`config.mk`:
```
export PLATFORM = sky130hd
export DESIGN_NAME = word_gen_conf_writer
export DESIGN_NICKNAME = d
export VERILOG_FILES = /design/src/rtl/word_gen_conf_writer.sv
export SDC_FILE = /design/constraint.sdc
export NUM_CORES = 1
export LEC_CHECK = 0
export CAP_MARGIN = 20
export CORE_MARGIN = 3
export CORE_UTILIZATION = 45
export CTS_BUF_LIST = sky130_fd_sc_hd__clkbuf_2 sky130_fd_sc_hd__clkbuf_4 sky130_fd_sc_hd__clkbuf_8
export CTS_CLUSTER_DIAMETER = 60
export DETAILED_ROUTE_END_ITERATION = 12
export PLACE_DENSITY = 0.84
export SLEW_MARGIN = 20
export SYNTH_ARGS = -nofsm -noshare
export SYNTH_HDL_FRONTEND = slang
export SYNTH_SLANG_ARGS = --single-unit
```
`constraint.sdc`:
```
create_clock -name CLK -period 3.1 [get_ports CLK]
set_input_delay 0.775 -clock CLK [delete_from_list [all_inputs] [get_ports CLK]]
set_output_delay 0.775 -clock CLK [all_outputs]
set_load 0.01 [all_outputs]
```
`src/rtl/word_gen_conf_writer.sv`:
```
// Word generator configuration writer: serializes a range/char-table snapshot
// into the byte stream the generator's config FSM consumes, ending with 0xBB.
//
// state      | meaning
// -----------+------------------------------------------------------------
// IDLE       | waiting for start; inputs validated and snapshotted on start
// NUM_RANGES | presenting the range count byte
// RNG_NCHARS | presenting num_chars of range r
// RNG_START  | presenting start_idx of range r
// CHAR_FETCH | char_addr = {r,c} driven, no byte valid
// CHAR_SEND  | presenting char c of range r (held across stalls)
// GEN0..GEN3 | presenting num_generate bytes, LSB first
// MAGIC      | presenting 0xBB terminator
// ERROR      | bad configuration seen; one cycle, back to IDLE
module word_gen_conf_writer #(
   parameter int CHAR_BITS       = 8,
   parameter int RANGES_MAX      = 8,
   parameter int RANGE_ADDR_BITS = 3,
   parameter int CHAR_ADDR_BITS  = 8
) (
   input  logic                                      CLK,
   input  logic                                      RESET_N,
   input  logic                                      start,
   input  logic [15:0]                               in_pkt_id,
   input  logic [7:0]                                num_ranges,
   input  logic [RANGES_MAX*8-1:0]                   num_chars,
   input  logic [RANGES_MAX*8-1:0]                   start_idx,
   input  logic [31:0]                               num_generate,
   output logic [RANGE_ADDR_BITS+CHAR_ADDR_BITS-1:0] char_addr,
   input  logic [CHAR_BITS-1:0]                      char_data,
   output logic [7:0]                                dout,
   output logic                                      wr_conf_en,
   input  logic                                      conf_full,
   output logic [15:0]                               inpkt_id,
   output logic                                      busy,
   output logic                                      done,
   output logic                                      err
);

   localparam int CHARS_NUMBER_MAX = (CHAR_BITS == 7) ? 127 : 255;
   localparam int AW = RANGE_ADDR_BITS + CHAR_ADDR_BITS;

   typedef enum logic [3:0] {
      S_IDLE, S_NUM_RANGES, S_RNG_NCHARS, S_RNG_START, S_CHAR_FETCH, S_CHAR_SEND,
      S_GEN0, S_GEN1, S_GEN2, S_GEN3, S_MAGIC, S_ERROR
   } state_t;

   state_t                     state_q, state_d;
   logic [7:0]                 dout_q, dout_d;
   logic                       wr_q, wr_d;
   logic                       busy_q, busy_d;
   logic                       done_q, done_d;
   logic                       err_q, err_d;
   logic [AW-1:0]              addr_q, addr_d;
   logic [15:0]                pkt_q, pkt_d;
   logic [7:0]                 nranges_q, nranges_d;
   logic [31:0]                ngen_q, ngen_d;
   logic [7:0]                 nchars_q [RANGES_MAX];
   logic [7:0]                 nchars_d [RANGES_MAX];
   logic [7:0]                 sidx_q [RANGES_MAX];
   logic [7:0]                 sidx_d [RANGES_MAX];
   logic [RANGE_ADDR_BITS-1:0] r_q, r_d, r_inc;
   logic [CHAR_ADDR_BITS-1:0]  c_q, c_d, c_inc;
   logic                       cfg_bad, accept, last_char, last_rng;

   assign accept    = wr_q && !conf_full;
   assign r_inc     = r_q + 1'b1;
   assign c_inc     = c_q + 1'b1;
   assign last_char = int'(c_q) == int'(nchars_q[r_q]) - 1;
   assign last_rng  = int'(r_q) == int'(nranges_q) - 1;

   // Validate the raw inputs so a bad snapshot never starts a stream.
   always_comb begin
      cfg_bad = 1'b0;
      if (int'(num_ranges) > RANGES_MAX) cfg_bad = 1'b1;
      for (int i = 0; i < RANGES_MAX; i++) begin
         if (i < int'(num_ranges)) begin
            if (num_chars[8*i +: 8] == 8'd0 ||
                int'(num_chars[8*i +: 8]) > CHARS_NUMBER_MAX ||
                start_idx[8*i +: 8] >= num_chars[8*i +: 8])
               cfg_bad = 1'b1;
         end
      end
   end

   // Next-state and next-output logic; the following byte is loaded on accept.
   always_comb begin
      state_d   = state_q;
      dout_d    = dout_q;
      wr_d      = wr_q;
      busy_d    = busy_q;
      done_d    = 1'b0;
      err_d     = err_q;
      addr_d    = addr_q;
      pkt_d     = pkt_q;
      nranges_d = nranges_q;
      ngen_d    = ngen_q;
      nchars_d  = nchars_q;
      sidx_d    = sidx_q;
      r_d       = r_q;
      c_d       = c_q;
      case (state_q)
         S_IDLE: begin
            // done_q blocks a start landing on the done cycle itself
            if (start && !done_q) begin
               pkt_d     = in_pkt_id;
               nranges_d = num_ranges;
               ngen_d    = num_generate;
               for (int i = 0; i < RANGES_MAX; i++) begin
                  nchars_d[i] = num_chars[8*i +: 8];
                  sidx_d[i]   = start_idx[8*i +: 8];
               end
               r_d = '0;
               c_d = '0;
               if (cfg_bad) begin
                  err_d   = 1'b1;
                  state_d = S_ERROR;
               end else begin
                  busy_d  = 1'b1;
                  wr_d    = 1'b1;
                  dout_d  = num_ranges;
                  state_d = S_NUM_RANGES;
               end
            end
         end
         S_NUM_RANGES: if (accept) begin
            if (nranges_q == 8'd0) begin
               dout_d  = ngen_q[7:0];
               state_d = S_GEN0;
            end else begin
               dout_d  = nchars_q[0];
               state_d = S_RNG_NCHARS;
            end
         end
         S_RNG_NCHARS: if (accept) begin
            dout_d  = sidx_q[r_q];
            state_d = S_RNG_START;
         end
         S_RNG_START: if (accept) begin
            wr_d    = 1'b0;
            c_d     = '0;
            addr_d  = {r_q, {CHAR_ADDR_BITS{1'b0}}};
            state_d = S_CHAR_FETCH;
         end
         S_CHAR_FETCH: begin
            dout_d  = 8'(char_data);
            wr_d    = 1'b1;
            state_d = S_CHAR_SEND;
         end
         S_CHAR_SEND: if (accept) begin
            if (last_char) begin
               if (last_rng) begin
                  dout_d  = ngen_q[7:0];
                  state_d = S_GEN0;
               end else begin
                  r_d     = r_inc;
                  dout_d  = nchars_q[r_inc];
                  state_d = S_RNG_NCHARS;
               end
            end else begin
               c_d     = c_inc;
               addr_d  = {r_q, c_inc};
               wr_d    = 1'b0;
               state_d = S_CHAR_FETCH;
            end
         end
         S_GEN0: if (accept) begin dout_d = ngen_q[15:8];  state_d = S_GEN1; end
         S_GEN1: if (accept) begin dout_d = ngen_q[23:16]; state_d = S_GEN2; end
         S_GEN2: if (accept) begin dout_d = ngen_q[31:24]; state_d = S_GEN3; end
         S_GEN3: if (accept) begin dout_d = 8'hBB;         state_d = S_MAGIC; end
         S_MAGIC: if (accept) begin
            wr_d    = 1'b0;
            busy_d  = 1'b0;
            done_d  = 1'b1;
            dout_d  = 8'h00;
            state_d = S_IDLE;
         end
         S_ERROR: state_d = S_IDLE;
         default: state_d = S_IDLE;
      endcase
   end

   // State and output registers with synchronous active-low reset.
   always_ff @(posedge CLK) begin
      if (!RESET_N) begin
         state_q   <= S_IDLE;
         dout_q    <= '0;
         wr_q      <= 1'b0;
         busy_q    <= 1'b0;
         done_q    <= 1'b0;
         err_q     <= 1'b0;
         addr_q    <= '0;
         pkt_q     <= '0;
         nranges_q <= '0;
         ngen_q    <= '0;
         r_q       <= '0;
         c_q       <= '0;
         for (int i = 0; i < RANGES_MAX; i++) begin
            nchars_q[i] <= '0;
            sidx_q[i]   <= '0;
         end
      end else begin
         state_q   <= state_d;
         dout_q    <= dout_d;
         wr_q      <= wr_d;
         busy_q    <= busy_d;
         done_q    <= done_d;
         err_q     <= err_d;
         addr_q    <= addr_d;
         pkt_q     <= pkt_d;
         nranges_q <= nranges_d;
         ngen_q    <= ngen_d;
         r_q       <= r_d;
         c_q       <= c_d;
         nchars_q  <= nchars_d;
         sidx_q    <= sidx_d;
      end
   end

   assign char_addr  = addr_q;
   assign dout       = dout_q;
   assign wr_conf_en = wr_q;
   assign inpkt_id   = pkt_q;
   assign busy       = busy_q;
   assign done       = done_q;
   assign err        = err_q;

endmodule

```
**Word level (Yosys, flattened, before mapping)**

Cells that the tools add are included.

- Bitwise operators: 2
- Reductions and logical operators: 39
- $add $sub $neg: 4
- Equality and inequality tests: 27
- $lt $le $gt $ge: 19
- Multiplexer cells: 76

Operator list:

| operator | number |
|---|---|
| 2-to-1 mux 8 bit | 22 |
| one-hot mux 8 bit (10 select lines) | 1 |
| binary-select mux 8 bit (select 3 bit) | 3 |
| logical NOT 8 bit | 9 |
| greater-or-equal comparator 8 bit | 8 |
| 2-to-1 mux 4 bit | 12 |
| one-hot mux 4 bit (11 select lines) | 1 |
| 2-to-1 mux 11 bit | 3 |
| less-than comparator 3 x 8 -> 1 bit, first input constant | 4 |
| inequality test 2 bit, second input constant | 14 |
| one-hot mux 8 bit (3 select lines) | 1 |
| 2-to-1 mux 1 bit | 23 |
| one-hot mux 11 bit (2 select lines) | 1 |
| 2-to-1 mux 3 bit | 6 |
| subtractor 8 x 1 -> 9 bit, second input constant | 2 |
| == test 4 x 3 -> 1 bit, second input constant | 4 |
| less-than comparator 1 x 8 -> 1 bit, first input constant | 2 |
| less-than comparator 2 x 8 -> 1 bit, first input constant | 2 |
| == test 4 bit, second input constant | 3 |
| AND reduction 12 bit | 1 |
| AND reduction 10 bit | 1 |
| AND reduction 5 bit | 2 |
| nonzero test 10 bit | 1 |
| == test 4 x 9 -> 1 bit | 1 |
| 24 further kinds | 40 |

- Output and inout port bits: 39
- Input port bits: 196
- Word-level logic and storage cells: 195
- Register bits: 222

**Longest topological paths before layout**

Gate-level depths: netlist of the first run.

- Word-level depth: 21
- Depth in mapped cells: 15
- Gate-level depth less buffers: 11

**Worst setup path after synthesis of the first run**

OpenSTA, ideal clock, no wires.

- Path kind: register -> register
- From: register r_q[1]
- To: register addr_q[9], in the netlist char_addr[9]
- Library setup time: 0.072 ns
- Required time: 3.028 ns
- Setup slack: -0.084 ns
- Buffers on the path: 4
- Arrival time: 3.113 ns
- Stages on the path, launching flop included: 16
- Path through: dfxtp_1 buf_2 buf_2 mux4_2 mux2i_4 ha_1 xor2_1 nor2_1 and2_1 o211a_1 o221ai_1 and4bb_1 buf_6 o22ai_2 buf_6 mux2i_1

- Cells in the longest elaborated chain, start to end: 8

RTL lines:

| what | line | text |
|---|---|---|
| from (decl) | 62 | `logic [RANGE_ADDR_BITS-1:0] r_q, r_d, r_inc;` |
| from (signal assigned) | 213 | `r_q <= r_d;` |
| inverter 3 -> 4 bit (implied by the code) | 69 | `assign last_char = int'(c_q) == int'(nchars_q[r_q]) - 1;` |
| binary-select mux 8 bit (select 3 bit) | 69 |  |
| 2-to-1 mux 8 bit (implied by the code) (2 in a row) | 69 |  |
| subtractor 8 x 1 -> 9 bit | 69 |  |
| == test 9 bit | 69 |  |
| inequality test 2 bit (no source line) | n/a |  |
| AND reduction 4 bit (no source line) | n/a |  |
| to (signal assigned) | 209 | `addr_q <= addr_d;` |
| to (decl) | 54 | `logic [AW-1:0] addr_q, addr_d;` |

Parallel ways exist; a longest one is shown, timed or not. The select of a mux whose other input is x is not followed.
A chain may end at the register's enable or synchronous reset.

**Worst setup path after layout of the first run**

- From: register r_q[0]
- To: register dout_q[4], in the netlist dout[4]

- Cells in the longest elaborated chain, start to end: 9

RTL lines:

| what | line | text |
|---|---|---|
| parallel branches: the longest is 9 deep, another holds subtractor 8 x 1 -> 9 bit | n/a |  |
| to (signal assigned) | 204 | `dout_q <= dout_d;` |
| to (decl) | 49 | `logic [7:0] dout_q, dout_d;` |

Parallel ways; which one is timed is not known. The select of a mux whose other input is x is not followed.

==> results.toml, run 1 <==
[critical_path]
startpoint = "r_q[0]$_SDFFE_PN0P_"
cp_common_cell = "buf_6"
arrival_ns = 3.71
crit_slowest_cell = "mux4_2"
r2r_end = "dout[4]$_SDFFE_PN0P_"
r2r-start = "r_q[0]$_SDFFE_PN0P_"
crit_required_ns = 3.57
crit_chain = "buf_12, mux4_2, mux2i_4, ha_4, buf_6, o211ai_1, o311ai_4, o21ai_2, a31oi_1, and4bb_4, o2111ai_4, buf_6, mux2i_1"
cp-endpoint = "dout[4]$_SDFFE_PN0P_"
rr_worst_depth = 13
r2r_setup_slack_ns = -0.13
slowest_delay_ns = 0.56
end_kind = "flop"
cp-start-kind = "flop"
cp_max_fo = 5
path_class = "reg -> reg"

[die]
die_x_um = 173
pin_count = 235
die_area_um2 = 30000
rows = 60
fp.coreArea_um2 = 27300
start_util_pct = 46.2
chipHeight_um = 173

[logic_synthesis]
ys.flop_type = "dfxtp_1"
ys_types = 73
ys_async_sr_fraction_pct = 0
avgSynthCellArea_um2 = 8.17
synthCells = 1541
yosysWarnings = 0
synth_edf_count = 0
ys_seq_area_share_pct = 35.3
synth.cell_area_um2 = 12600
synth_seq_cells = 222
syn-num-nets = 1806

[detailed_routing]
first_iter_violations = 1456
num_vias = 13400
postRouteAntennaNets = 0
vias_per_cell = 5.78
post_drt_wl_per_cell_um = 19.9
drc = 0
wl_mm = 46.0
dr.pass1.iters = 6

[status]
violations = "negative setup slack"
status = "finished, violations left"

[sta]
rsz0062_at_grt = "true"
final_hold_viol_count = 0
finalSetupViolations = 28
finalCritPeriodShare_pct = 104
slew_viol_final = 0
finalWorstPathRequiredPeriod_ns = 3.23
worst_pin_slew_ns = 0.901
max-slew-margin-rel_pct = 39.9
max_freq_mhz = 309
setup_tns_ns = -2.10
finClkSkew_ns = 0.0220
setup_ws_ns = -0.133

[hold_path]
hold_path_class = "reg -> reg"
min_path_cells = 2
min_from = "sidx_q[26]$_SDFFE_PN0P_"

[pwr]
powerDensity_nw_per_um2 = 654
clkPwrFrac_pct = 25.3
worst_ir_drop_vdd_v = 0.000430
p_leak_uw = 0.00715
p_comb_share_pct = 41.2
switchingPower_uw = 4420
p_int_uw = 7300
switching_share_pct = 37.7
seqPwrFrac_pct = 33.4

[cells_and_area]
drive_gt1_share_pct = 21.0
stdcell_area_um2 = 17900
syn2layout_area_growth_pct = 42.2
n_fill_cell = 2099
nets = 2175

[global_routing]
grt_pass1_wl_mm = 71.0
grt_usage_pct = 29.3
grt_overflow = 0
antenna_found_initial = 2
grt_max_degree = 82
grt_pass1_vias = 13100

[clock_network]
cts-root-buf = "clkbuf_8"
clkLatencyLatePin_ns = 0.55
clkSinkCount = 222
cts_buffer_depth = 3
htree_levels = 2
clk_pin_slew_ns = 0.07
cts_buffers = 39
cts_tree = "built"

[place]
gp_congestion = 0.972
port_buffers = 234
hpwlAfterDp_mm = 33.9
placed_cell_area_um2 = 16600

[job]
cap_violations = 0
area by class of cell:
type / count / area (um2) / share of cell area [%]
Sequential cell: 222 / 4450 / 24.8
Tap cell: 372 / 465 / 2.60
Inverter: 76 / 290 / 1.62
Timing Repair Buffer: 433 / 4030 / 22.5
Clock inverter: 9 / 103 / 0.573
Antenna cell: 1 / 2.50 / 0.0140
Multi-Input combinational cell: 1138 / 7820 / 43.7
Clock buffer: 59 / 749 / 4.19
power by group through the flow:
stage / Sequential (uW) / Combinational (uW) / Clock [uW]
floorplan: 3830 / 2800 / 0
global placement: 3890 / 4370 / 0
detailed placement: 3950 / 4490 / 0
CTS: 3890 / 4610 / 2990
global route: 3970 / 5220 / 3120
finish: 3910 / 4830 / 2970
Yosys cell counts, types with 3 or more instances:
cell type,number,area share (%)
a211oi_1,5,0.30
a21o_1,17,1.0
a21oi_1,212,8.4
a221oi_1,6,0.42
a22oi_1,14,0.83
a311o_1,6,0.48
a31oi_1,3,0.15
and3_1,9,0.45
buf_1,13,0.39
buf_2,6,0.24
buf_6,3,0.27
clkbuf_1,81,2.4
dfxtp_1,222,35
ha_1,69,6.9
inv_1,74,2.2
mux2_2,21,1.9
mux2i_1,35,2.8
mux4_2,46,8.2
nand2_1,435,13
nand2b_1,10,0.50
nand3_1,15,0.60
nand4_1,6,0.30
nor2_1,33,0.98
nor2b_1,11,0.55
nor3_1,12,0.48
nor3b_1,7,0.42
nor4_1,14,0.70
o211ai_1,18,1.1
o21a_1,4,0.24
o21ai_0,32,1.3
o221a_2,3,0.27
o22a_1,5,0.35
o22ai_1,12,0.60
o2bb2ai_1,7,0.49
or2_2,4,0.20
or4_1,6,0.36
xnor2_1,10,0.70
xor2_1,8,0.56
worst max-delay path, delay by kind of cell, from the launching register on:
family | cells | cell delay (ns)
fa+ha+maj | 1 | 0.21
compound gates | 5 | 0.86
flops | 1 | 0.36
mux | 3 | 0.99
buf+inv | 3 | 0.40
simple gates | 1 | 0.32
how the worst min path moves through the flow:
stage | endpoint
after detailed placement | sidx_q[4]$_SDFFE_PN0P_
after global placement | sidx_q[57]$_SDFFE_PN0P_
after floorplan | ngen_q[24]$_SDFFE_PN0P_
after global routing | sidx_q[41]$_SDFFE_PN0P_
final | sidx_q[26]$_SDFFE_PN0P_
after CTS | sidx_q[4]$_SDFFE_PN0P_
metrics by stage:
| stage | util (%) | setup WS, ns | power, uW | std cells | hold WS, ns |
|---|---|---|---|---|---|
| after detailed placement | 60.8 | -0.863 | 8440 | 2237 | 0.445 |
| after global routing | 65.7 | -0.202 | 12300 | 2310 | 0.465 |
| after CTS | 64.7 | -0.0667 | 11500 | 2309 | 0.453 |
| after floorplan | - | 0.0105 | 6640 | 1541 | 0.433 |
| final | 65.7 | -0.133 | 11700 | 2310 | 0.452 |
| after global placement | 60.8 | -0.793 | 8260 | 2237 | 0.439 |
kinds of logic (layout without fill, tap and decap cells):
group / after synthesis / after routing / synth area share [%]
DFF: 222 / 222 / 35.3
adders and majority gates: 69 / 69 / 6.86
and+or+nand+nor: 572 / 572 / 19.1
muxes: 106 / 106 / 13.5
xor gates and xnor gates: 18 / 18 / 1.25
AOI/OAI and AO/OA: 373 / 373 / 18.2
other: 0 / 1 / 0
buffers and inverters: 181 / 577 / 5.82
layer usage:
metal / part of all wire (%) / track usage, %
met2: 48 / 49.3
met5: 0.028 / 0
met4: 5.0 / 13.2
met1: 38 / 36.4
met3: 8.8 / 6.02
cells in the final DEF, fill, tap and decap left out, types with 6 or more instances in the layout:
cell	n
nor2_1	29
a311o_1	6
o22ai_1	12
clkbuf_4	10
mux4_2	46
nand2b_1	9
nor4_1	13
a21oi_1	206
mux2i_2	6
o211ai_1	18
o2bb2ai_1	6
dfxtp_1	221
clkbuf_8	49
and3_1	8
clkdlybuf4s50_1	232
a21oi_2	7
o21ai_0	32
ha_1	63
inv_1	74
xor2_1	7
nand2_1	435
mux2_2	19
a21o_1	17
nor3_1	8
buf_12	11
nand4_1	6
nand3_1	13
xnor2_1	8
buf_4	177
mux2i_1	28
nor2b_1	11
a22oi_1	14
buf_6	9
registers in the layout, indices dropped and copies added (netlist names):
name,count
done,1
wr_conf_en,1
dout,8
err,1
ngen_q,32
nranges_q,8
c_q,8
state_q,4
r_q,3
nchars_q,64
inpkt_id,16
sidx_q,64
char_addr,11
busy,1
what timing repair did:
| action | 4_1_cts | 5_1_grt |
|---|---|---|
| pin swaps | 15 | 22 |
| gates resized for setup | 37 | 50 |
| endpoints found under the setup margin | 35 | 35 |
| setup buffers | 4 | 1 |
| endpoints found under the hold margin | 0 | 0 |
| hold buffers | 0 | 0 |
Power figures use the tool's default switching activity.
==> run 2, diff against run 1 <==
Clock period 3.1 ns to 2.7 ns, I/O delays scaled along.
==> run 2 against run 1 <==
The flow still finishes with violations (negative setup slack). Worst hold slack about the same. Clock skew down 0.0083 ns. Clock power up 12%. Count of clock-buffer cells in the layout up 2. Routed wire length up 2.5%. Maximum frequency down 2.1%. Design area up 2.9%.
==> results.toml, run 2 (synthesis gave the netlist of run 1 again) <==
[global_routing]
grt_max_degree = 84
grt_usage_pct = 29.9
grt_overflow = 0
antenna_found_initial = 1
grt_pass1_wl_mm = 72.8
grt_pass1_vias = 13700

[clock_network]
cts-root-buf = "clkbuf_8"
cts_buffers = 40
clk_pin_slew_ns = 0.06
clkSinkCount = 222
cts_tree = "built"
clkLatencyLatePin_ns = 0.54
holdBufCountCts = 0
cts_buffer_depth = 3
htree_levels = 2

[place]
gp_congestion = 0.965
hpwlAfterDp_mm = 34.5
port_buffers = 234
placed_cell_area_um2 = 16900

[critical_path]
slowest_delay_ns = 0.57
rr_worst_depth = 14
crit_required_ns = 3.13
path_class = "reg -> reg"
crit_chain = "buf_12, mux4_2, mux2i_4, ha_4, xor2_2, buf_4, nand2_2, a32o_2, nor3_2, and4bb_4, buf_6, buf_6, nor3_2, o22a_1"
cp-endpoint = "c_q[3]$_SDFFE_PN0P_"
startpoint = "r_q[0]$_SDFFE_PN0P_"
cp_max_fo = 5
cp-start-kind = "flop"
crit_slowest_cell = "mux4_2"
end_kind = "flop"
r2r_setup_slack_ns = -0.60
r2r_end = "c_q[3]$_SDFFE_PN0P_"
arrival_ns = 3.73
r2r-start = "r_q[0]$_SDFFE_PN0P_"

[pwr]
p_comb_share_pct = 42.8
switchingPower_uw = 5160
p_leak_uw = 0.00773
switching_share_pct = 38.0
worst_ir_drop_vdd_v = 0.000515
seqPwrFrac_pct = 32.7
p_int_uw = 8440
powerDensity_nw_per_um2 = 739
clkPwrFrac_pct = 24.5

[detailed_routing]
post_drt_wl_per_cell_um = 20.0
postRouteAntennaNets = 0
num_vias = 13800
wl_mm = 47.2
dr.pass1.iters = 6
drc = 0
vias_per_cell = 5.84
first_iter_violations = 1533

[cells_and_area]
syn2layout_area_growth_pct = 46.3
drive_gt1_share_pct = 24.2
reg_top3 = "nchars_q (64), sidx_q (64), ngen_q (32)"
mostFrequentLayoutCell = "nand2_1"
mostFrequentLayoutCells = "433 x nand2_1, 223 x buf_4, 221 x dfxtp_1, 204 x a21oi_1, 180 x clkdlybuf4s50_1"
n_fill_cell = 2010
stdcell_area_um2 = 18400
nets = 2225

[die]
start_util_pct = 46.2
rows = 60
die_x_um = 173
pin_count = 235
die_area_um2 = 30000
fp.coreArea_um2 = 27300
chipHeight_um = 173

[sta]
max-slew-margin-rel_pct = 49.1
rsz0062_at_grt = "true"
finalCritPeriodShare_pct = 122
slew_viol_final = 0
final_hold_viol_count = 0
setup_ws_ns = -0.602
finalSetupViolations = 34
finClkSkew_ns = 0.0137
max_freq_mhz = 303
hold_slack_ns = 0.451
finalWorstPathRequiredPeriod_ns = 3.30
worst_pin_slew_ns = 0.761

[status]
violations = "negative setup slack"
status = "finished, violations left"

[job]
cap_violations = 0

[hold_path]
hold_path_class = "reg -> reg"
## run 2: cell count changes in the layout (fill, tap and decap cells not counted), sizes merged, moves of 20 or more
| cell | change |
|---|---|
| clkdlybuf4s50 | -52 |
| buf | +49 |
| dlymetal6s2s | +32 |
| dlygate4sd2 | +20 |
## run 2: power by group through the flow
stage          combinational [uW]  sequential, uW  clock (uW)
3_5_place_dp                 5390            4490           0
6_report                     5820            4450        3330
2_1_floorplan                3220            4400           0
4_1_cts                      5600            4420        3370
5_1_grt                      6250            4510        3500
3_3_place_gp                 5260            4430           0
## run 2: area by class of cell
type                    count  area (um2)  share of cell area (%)
diodes                      1        2.50                  0.0136
clock buffers              61         783                    4.25
clock inverters            11        71.3                   0.387
inverters                  76         290                    1.58
multi-input cells        1138        7910                    42.9
flip-flops and latches    222        4450                    24.2
well taps                 372         465                    2.53
repair buffers            482        4450                    24.1
## run 2: through the flow
step	total power, uW	setup TNS, ns	util, %	std cells	setup WS (ns)
after global routing	14300	-19.39	67.6	2363	-0.675
after global placement	9690	-26.75	62.1	2281	-0.959
final	13600	-17.59	67.6	2363	-0.602
after detailed placement	9880	-28.71	62.1	2281	-1.03
after floorplan	7620	-9.82	-	1541	-0.383
after CTS	13400	-12.47	66.5	2358	-0.457
## run 2: worst min path at each step
stage	start	to	depth (start not counted)
finish	inpkt_id[7]$_SDFFE_PN0P_	inpkt_id[7]$_SDFFE_PN0P_	2
CTS	sidx_q[34]$_SDFFE_PN0P_	sidx_q[34]$_SDFFE_PN0P_	2
global route	sidx_q[57]$_SDFFE_PN0P_	sidx_q[57]$_SDFFE_PN0P_	2
detailed placement	sidx_q[34]$_SDFFE_PN0P_	sidx_q[34]$_SDFFE_PN0P_	2
global placement	sidx_q[19]$_SDFFE_PN0P_	sidx_q[19]$_SDFFE_PN0P_	2
floorplan	ngen_q[24]$_SDFFE_PN0P_	ngen_q[24]$_SDFFE_PN0P_	2
## run 2: metal layers
layer | part of all wire, % | GRT usage [%] | wire length [um] | vias to the layer above
li1 | - | - | - | 6233
met1 | 38 | 36.4 | 17700 | 6531
met2 | 47 | 50.1 | 22100 | 812
met3 | 9.4 | 6.42 | 4450 | 216
met4 | 6.1 | 14.8 | 2890 | 0
met5 | 0 | 0 | 0 | -
## run 2: repair_timing
action / CTS / global route
pin swaps: 40 / 35
resized for setup: 89 / 68
setup endpoints to repair: 36 / 35
setup buffers: 6 / 4
## run 2: worst max-delay path: cells and delay by family (launching register included)
family | cells | cell delay (ns)
buf+inv | 4 | 0.53
fa+ha+maj | 1 | 0.18
simple gates | 4 | 0.65
flops | 1 | 0.36
xor+xnor | 1 | 0.18
compound gates | 2 | 0.46
mux | 2 | 0.81
